==> config.mk <==
export PLATFORM = sky130hd
export DESIGN_NAME = serial_frame_rx
export DESIGN_NICKNAME = d
export VERILOG_FILES = /design/src/rtl/serial_pkg.sv /design/src/rtl/rx_line_sync.sv /design/src/rtl/serial_frame_rx.sv
export SDC_FILE = /design/constraint.sdc
export NUM_CORES = 1
export LEC_CHECK = 0
export BUFFER_PORTS_ARGS = -buffer_cell sky130_fd_sc_hd__buf_2
export CORE_MARGIN = 1
export CORE_UTILIZATION = 45
export DETAILED_ROUTE_END_ITERATION = 16
export GPL_ROUTABILITY_DRIVEN = 0
export HOLD_SLACK_MARGIN = 0.12
export PLACE_DENSITY = 0.68
export SLEW_MARGIN = 40
export SYNTH_ARGS = -nofsm -noshare
export SYNTH_HDL_FRONTEND = slang
export SYNTH_SLANG_ARGS = --single-unit
==> constraint.sdc <==
create_clock -name clk -period 3.4 [get_ports clk]
set_clock_uncertainty 0.2 [all_clocks]
set_input_delay 0.17 -clock clk [delete_from_list [all_inputs] [get_ports clk]]
set_output_delay 0.17 -clock clk [all_outputs]
set_load 0.01 [all_outputs]
==> src/rtl/serial_pkg.sv <==
// Shared serial framing constants for serial_frame_rx and the PISO transmitter wrapper.
// States are 3 bits wide in every build so PARITY (SERIAL_FRAME_RX_PARITY_EN) fits.
package serial_pkg;

    localparam int unsigned DEFAULT_N            = 8;
    localparam int unsigned DEFAULT_CLKS_PER_BIT = 16;

    localparam int unsigned STATE_W = 3;

    localparam logic [STATE_W-1:0] ST_IDLE   = 3'd0;
    localparam logic [STATE_W-1:0] ST_START  = 3'd1;
    localparam logic [STATE_W-1:0] ST_DATA   = 3'd2;
    localparam logic [STATE_W-1:0] ST_STOP   = 3'd3;
    localparam logic [STATE_W-1:0] ST_PARITY = 3'd4;

endpackage

==> src/rtl/rx_line_sync.sv <==
// Two-flop synchronizer for the serial pin plus falling-edge detect on the synchronized line.
// Reset presets every flop to 1 so an idle-high line never reports a spurious edge.
module rx_line_sync (
    input  logic clk,
    input  logic reset_p,
    input  logic rx,
    output logic rx_s,
    output logic fall
);

    logic meta_q;
    logic sync_q;
    logic prev_q;

    always_ff @(posedge clk or posedge reset_p) begin
        if (reset_p) begin
            meta_q <= 1'b1;
            sync_q <= 1'b1;
            prev_q <= 1'b1;
        end else begin
            meta_q <= rx;
            sync_q <= meta_q;
            prev_q <= sync_q;
        end
    end

    assign rx_s = sync_q;
    assign fall = prev_q & ~sync_q;

endmodule

==> src/rtl/serial_frame_rx.sv <==
// Oversampling async-framed serial receiver (start, N data LSB-first, stop) with valid/ready output.
// Define SERIAL_FRAME_RX_PARITY_EN to add an even-parity bit between the data and stop bits.
module serial_frame_rx
    import serial_pkg::*;
#(
    parameter int unsigned N            = DEFAULT_N,
    parameter int unsigned CLKS_PER_BIT = DEFAULT_CLKS_PER_BIT
) (
    input  logic         clk,
    input  logic         reset_p,
    input  logic         rx,
    output logic [N-1:0] rx_data,
    output logic         rx_valid,
    input  logic         rx_ready,
    output logic         frame_err,
    output logic         overrun,
    output logic         parity_err
);

    localparam int unsigned CNT_W = $clog2(CLKS_PER_BIT);
    localparam int unsigned IDX_W = $clog2(N + 1);

    localparam logic [CNT_W-1:0] CNT_MID  = CNT_W'(CLKS_PER_BIT / 2 - 1);
    localparam logic [CNT_W-1:0] CNT_END  = CNT_W'(CLKS_PER_BIT - 1);
    localparam logic [IDX_W-1:0] IDX_LAST = IDX_W'(N - 1);

    logic               rx_s;
    logic               fall;

    logic [STATE_W-1:0] state_q, state_d;
    logic [CNT_W-1:0]   cnt_q,   cnt_d;
    logic [IDX_W-1:0]   idx_q,   idx_d;
    logic [N-1:0]       shreg_q, shreg_d;
    logic [N-1:0]       data_q,  data_d;
    logic               valid_q, valid_d;
    logic               ferr_q,  ferr_d;
    logic               ovr_q,   ovr_d;
    logic               good;
`ifdef SERIAL_FRAME_RX_PARITY_EN
    logic               par_bad_q, par_bad_d;
    logic               perr_q,    perr_d;
`endif

    rx_line_sync u_sync (
        .clk     (clk),
        .reset_p (reset_p),
        .rx      (rx),
        .rx_s    (rx_s),
        .fall    (fall)
    );

    always_comb begin
        state_d = state_q;
        cnt_d   = cnt_q + CNT_W'(1);
        idx_d   = idx_q;
        shreg_d = shreg_q;
        data_d  = data_q;
        valid_d = valid_q & ~rx_ready;
        ferr_d  = 1'b0;
        ovr_d   = 1'b0;
        good    = 1'b0;
`ifdef SERIAL_FRAME_RX_PARITY_EN
        par_bad_d = par_bad_q;
        perr_d    = 1'b0;
`endif

        case (state_q)
            ST_IDLE: begin
                cnt_d = '0;
                if (fall) state_d = ST_START;
            end
            ST_START: begin
                if (cnt_q == CNT_MID) begin
                    cnt_d   = '0;
                    idx_d   = '0;
                    state_d = rx_s ? ST_IDLE : ST_DATA;
                end
            end
            ST_DATA: begin
                if (cnt_q == CNT_END) begin
                    cnt_d          = '0;
                    // right shift: the first (LSB) bit ends up in bit 0 after N samples
                    shreg_d        = shreg_q >> 1;
                    shreg_d[N-1]   = rx_s;
                    idx_d          = idx_q + IDX_W'(1);
                    if (idx_q == IDX_LAST) begin
`ifdef SERIAL_FRAME_RX_PARITY_EN
                        state_d = ST_PARITY;
`else
                        state_d = ST_STOP;
`endif
                    end
                end
            end
`ifdef SERIAL_FRAME_RX_PARITY_EN
            ST_PARITY: begin
                if (cnt_q == CNT_END) begin
                    cnt_d     = '0;
                    par_bad_d = ^shreg_q ^ rx_s;
                    perr_d    = ^shreg_q ^ rx_s;
                    state_d   = ST_STOP;
                end
            end
`endif
            ST_STOP: begin
                if (cnt_q == CNT_END) begin
                    cnt_d   = '0;
                    state_d = ST_IDLE;
                    if (!rx_s) begin
                        ferr_d = 1'b1;
                    end else begin
`ifdef SERIAL_FRAME_RX_PARITY_EN
                        good = ~par_bad_q;
`else
                        good = 1'b1;
`endif
                    end
                end
            end
            default: begin
                cnt_d   = '0;
                state_d = ST_IDLE;
            end
        endcase

        // A word being accepted this cycle frees the holding register for the new one
        if (good) begin
            if (!valid_q || rx_ready) begin
                data_d  = shreg_q;
                valid_d = 1'b1;
            end else begin
                ovr_d = 1'b1;
            end
        end
    end

    always_ff @(posedge clk or posedge reset_p) begin
        if (reset_p) begin
            state_q <= ST_IDLE;
            cnt_q   <= '0;
            idx_q   <= '0;
            shreg_q <= '0;
            data_q  <= '0;
            valid_q <= 1'b0;
            ferr_q  <= 1'b0;
            ovr_q   <= 1'b0;
        end else begin
            state_q <= state_d;
            cnt_q   <= cnt_d;
            idx_q   <= idx_d;
            shreg_q <= shreg_d;
            data_q  <= data_d;
            valid_q <= valid_d;
            ferr_q  <= ferr_d;
            ovr_q   <= ovr_d;
        end
    end

`ifdef SERIAL_FRAME_RX_PARITY_EN
    always_ff @(posedge clk or posedge reset_p) begin
        if (reset_p) begin
            par_bad_q <= 1'b0;
            perr_q    <= 1'b0;
        end else begin
            par_bad_q <= par_bad_d;
            perr_q    <= perr_d;
        end
    end

    assign parity_err = perr_q;
`else
    assign parity_err = 1'b0;
`endif

    assign rx_data   = data_q;
    assign rx_valid  = valid_q;
    assign frame_err = ferr_q;
    assign overrun   = ovr_q;

endmodule

==> results.cfg, run 1 <==
[sta]
maxSlewViolCount = 0
final.period_utilization_pct = 60.9
hold_viol = 0
timing.fmax_ghz = 0.483
setup_tns_ns = 0
timing.final.ws_setup_ns = 1.33
grt_setup_unrepaired = false
tightestPinTransition_ns = 0.635
period_needed_ns = 2.07
setup_viol = 0
slew_headroom_pct = 57.6

[global_route]
grt_pass1_vias = 803
track_usage_pct = 14.8
antenna_found_initial = 0
grt_first_pass_wirelength_mm = 3.69
grt_max_degree = 32
grt.overflow.total = 0

[die]
num_rows = 20
die_h_um = 58.3
start_util_pct = 47.1
coreArea_um2 = 3030
die_w_um = 58.3
io_pins = 16
dieArea_um2 = 3400

[cts]
post_cts_buffers = 0
cts_sinks = 32
clock_path_buffers = 2
cts_tree = yes
insertion_delay_ns = 0.32
htreeDepth = 2
numCtsBuffers = 5
post_cts_resized = 0
root_buffer = clkbuf_4
clk_pin_slew_ns = 0.09

[synth]
synth.most_common_cell = dfrtp_1
synth_top_area_share_pct = 50.9
netlist_instances = 112
yosysUniqueCellTypes = 35
synth_area_leader_cell = dfrtp_1
synth_fp_nets = 118
synth_ff_type = dfrtp_1
synth-edff-count = 0
yosysSeqAreaShare_pct = 56.5
yosysWarnings = 0
ys_ff_latch = 32
avgSynthCellArea_um2 = 12.7
synthTopCellsByCount = dfrtp_1 (29), mux2_2 (16), a21oi_1 (8)
synth_area_um2 = 1430
async_flop_share_pct = 100
synth_area_leaders = dfrtp_1 (51%), mux2_2 (13%), dfstp_2 (5.5%)

[detailed_routing]
vias_per_cell = 4.99
wirelength_mm = 2.23
drtIter0Drc = 25
routed-via-count = 868
drc_errors = 0
postRouteAntennaNets = 0
post_drt_wl_per_cell_um = 12.8
drt_pre_antenna_iters = 4

[finish]
seq_area_um2 = 805
multi_input_comb_area_um2 = 554
num-fill-cells = 265
syn2layout_area_growth_pct = 11.9
diodes = 0
drive_above_1_share_pct = 36.2
fin_nets = 135
design_area_um2 = 1590
stdcell_count = 174

[setup_path]
crit_required_ns = 3.41
critPathSlowestCell = nor3b_4
critPathLaunchType = flop
critPathKind = reg -> reg
worstPathArrival_ns = 2.08
worst_setup_path_end_kind = flop
max_stage_delay_ns = 0.45
cp_max_fo = 9
cp_cell_sequence = ha_1, nand3_4, nor3b_4, mux2_2

[power]
power.density_nw_per_um2 = 549
leakage_nw = 0.777
finalPower_w = 0.000875
ir_drop_uv = 333

[placed_design]
dp_hpwl_mm = 1.49
io_buffer_count = 14
placedCellCount = 163
place_area_um2 = 1500
pre_cts_ws_ns = 1.31

[run_status]
outcome = complete, no violations

[job]
max-cap-violations = 0

[worst_hold_path]
hp-class = reg -> reg
-- final timing paths --
kind                                from           to  slack (ns)  cells past startpoint
hold reg to reg            u_sync.meta_q  u_sync.rx_s        0.16                      0
setup reg to reg                cnt_q[0]   rx_data[7]        1.33                      4
hold / removal             u_sync.meta_q  u_sync.rx_s        0.16                      0
setup / recovery                cnt_q[0]   rx_data[7]        1.33                      4
max in group asynchronous        reset_p  u_sync.rx_s        2.15                      4
min in group asynchronous        reset_p   rx_data[5]        0.27                      3
-- power by group --
part	internal, W	switching (W)	leakage (nW)
registers	0.000418	0.0000796	0.424
clock network	0.0000983	0.000122	0.0380
logic	0.0000767	0.0000802	0.315
-- through the flow --
stage / utilization [%] / hold slack, ns
global placement: 49.6 / 0.0767
detailed placement: 49.6 / 0.0766
global route: 52.6 / 0.166
floorplan: - / -0.0255
CTS: 52.6 / 0.164
finish: 52.6 / 0.161
-- kinds of logic after synthesis --
kind of cell / Yosys count / share of synthesized area (%)
muxes: 16 / 12.6
AOI/OAI and AO/OA: 20 / 9.04
and+or+nand+nor: 29 / 14.6
xor gates and xnor gates: 1 / 0.615
buffers and inverters: 11 / 4.65
other: 1 / 0.263
DFF: 32 / 56.5
adders and majority gates: 2 / 1.76
-- what timing repair did --
| item | in CTS | in global routing |
|---|---|---|
| hold buffers | 3 | 0 |
| hold endpoints to repair | 33 | 0 |
| endpoints found under the setup margin | 0 | 0 |
-- worst max-delay path: cells and delay by family (launching register included) --
family,cells,cell delay [ns]
adder cells (fa/ha/maj),1,0.37
flip-flops,1,0.40
AND/OR/NAND/NOR,2,0.61
multiplexers,1,0.39
-- routing by layer --
| layer | GRT usage [%] | share of wire (%) | vias up |
|---|---|---|---|
| met3 | 4.69 | 3.2 | 5 |
| li1 | - | - | 439 |
| met2 | 20.4 | 45 | 11 |
| met1 | 20.8 | 51 | 413 |
| met4 | 8.16 | 1.2 | 0 |
| met5 | 0 | 0 | - |
-- flip-flops by register name, indices dropped and copies added (netlist names) --
signal,count
overrun,1
shreg_q,8
rx_valid,1
frame_err,1
state_q,2
u_sync.rx_s,1
rx_data,8
u_sync.meta_q,1
idx_q,4
u_sync.prev_q,1
cnt_q,4
-- cells in the final DEF, fill, tap and decap left out, types with 2 or more instances in the layout --
cell type	count
a311oi_1	2
a211oi_1	2
and4_1	2
and4b_1	2
a31oi_1	2
clkbuf_4	5
a21oi_1	8
o21ai_0	2
inv_1	2
and3_1	2
dfrtp_1	29
ha_1	2
dfstp_2	3
nand2_1	3
nor2_1	5
nand2b_1	2
nor3_1	2
nor2b_1	4
dlygate4sd3_1	3
clkinv_2	2
buf_2	14
mux2_2	16
-- final cells by class --
cell class	instances	share of cell area (%)
Inverter	3	0.706
Tap cell	44	3.45
Clock buffer	6	3.22
Multi-Input combinational cell	69	34.8
Sequential cell	32	50.5
Timing Repair Buffer	18	6.75
Clock inverter	2	0.628
Note: power is estimated with default switching activity, not from simulation.
==> run 2, diff against run 1 <==
==> constraint.sdc (replaced) <==
create_clock -name clk -period 2.2 [get_ports clk]
set_clock_uncertainty 0.2 [all_clocks]
set_input_delay 0.11 -clock clk [delete_from_list [all_inputs] [get_ports clk]]
set_output_delay 0.11 -clock clk [all_outputs]
set_load 0.01 [all_outputs]
==> results.cfg, run 2 (synthesis results as in run 1) <==
[run_status]
outcome = complete, no violations

[cts]
post_cts_resized = 0
root_buffer = clkbuf_4
clock_path_buffers = 2
cts_tree = yes
hold_buffers = 3
post_cts_buffers = 0
numCtsBuffers = 5
insertion_delay_ns = 0.32
htreeDepth = 2
cts_sinks = 32
clk_pin_slew_ns = 0.10

[finish]
mostFrequentLayoutCells = dfrtp_1 (29), mux2_2 (16), buf_2 (14)
diodes = 0
syn2layout_area_growth_pct = 14.6
final_common_cell = dfrtp_1
drive_above_1_share_pct = 37.0
num-fill-cells = 268
fin_nets = 140
stdcell_count = 179
fin_util_pct = 53.9

[setup_path]
cp_max_fo = 8
critPathLaunchType = flop
critPathKind = reg -> reg
worst_setup_path_end_kind = flop
worstPathArrival_ns = 1.93
crit_required_ns = 2.23

[sta]
timing.final.ws_setup_ns = 0.292
final.period_utilization_pct = 86.7
hold_viol = 0
setup_viol = 0
grt_setup_unrepaired = false
period_needed_ns = 1.91
maxSlewViolCount = 0
setup_tns_ns = 0
timing.fmax_ghz = 0.524

[worst_hold_path]
hp-class = reg -> reg

[placed_design]
io_buffer_count = 14
dp_hpwl_mm = 1.68
placedCellCount = 168
pre_cts_ws_ns = 0.285

[power]
leakage_nw = 0.796
finalPower_w = 0.00140
power.density_nw_per_um2 = 856
ir_drop_uv = 566

[detailed_routing]
vias_per_cell = 5.10
postRouteAntennaNets = 0
post_drt_wl_per_cell_um = 13.2
drt_pre_antenna_iters = 4
drc_errors = 0
routed-via-count = 913
wirelength_mm = 2.36
drtIter0Drc = 49

[global_route]
antenna_found_initial = 0
grt.overflow.total = 0
track_usage_pct = 16.7
grt_pass1_vias = 855
grt_first_pass_wirelength_mm = 4.06
grt_max_degree = 33

[die]
die_w_um = 58.3
num_rows = 20
coreArea_um2 = 3030
dieArea_um2 = 3400
io_pins = 16
die_h_um = 58.3
start_util_pct = 47.1

[job]
max-cap-violations = 0
==> run 2: per-layer routing <==
metal	global-route usage (%)	routed length (um)	vias up
met3	7.59	64	4
met5	0	0	-
met1	21.8	1080	450
met2	24.1	1190	12
met4	7.14	27	0
li1	-	-	447
==> run 2: worst paths after layout <==
check,startpoint,endpoint,slack (ns),cells past startpoint
min in group asynchronous,reset_p,shreg_q[1],0.20,4
hold / removal,u_sync.meta_q,u_sync.rx_s,0.16,0
hold reg to reg,u_sync.meta_q,u_sync.rx_s,0.16,0
setup reg to reg,cnt_q[0],idx_q[3],0.29,5
setup / recovery,cnt_q[0],idx_q[3],0.29,5
max in group asynchronous,reset_p,u_sync.prev_q,1.28,4
==> run 2: layout make-up <==
cell class	instances	area [um2]	share of cell area, %
clock buffers	7	55.1	3.37
well taps	44	55.1	3.37
inverters	3	11.3	0.690
flip-flops and latches	32	805	49.3
clock inverters	1	7.51	0.460
repair buffers	23	145	8.89
multi-input cells	69	554	33.9
==> run 2: critical path, cell delays in order (launching register included) <==
cell and delay, ns:
dfrtp_1 0.42, ha_1 0.25, buf_4 0.18, and4b_1 0.26, and4_1 0.23, a311oi_1 0.27
==> run 2: through the flow <==
stage	hold WS (ns)	cell area, um2
final	0.163	1630
after floorplan	-0.0855	1430
after global placement	-0.000596	1540
after detailed placement	0.0123	1540
after CTS	0.165	1630
after global routing	0.167	1630
==> run 2: where the power goes <==
group / internal [W] / leakage, nW / switching (W)
Combinational: 0.000145 / 0.341 / 0.000185
Clock: 0.000156 / 0.0315 / 0.000187
Sequential: 0.000647 / 0.424 / 0.0000790
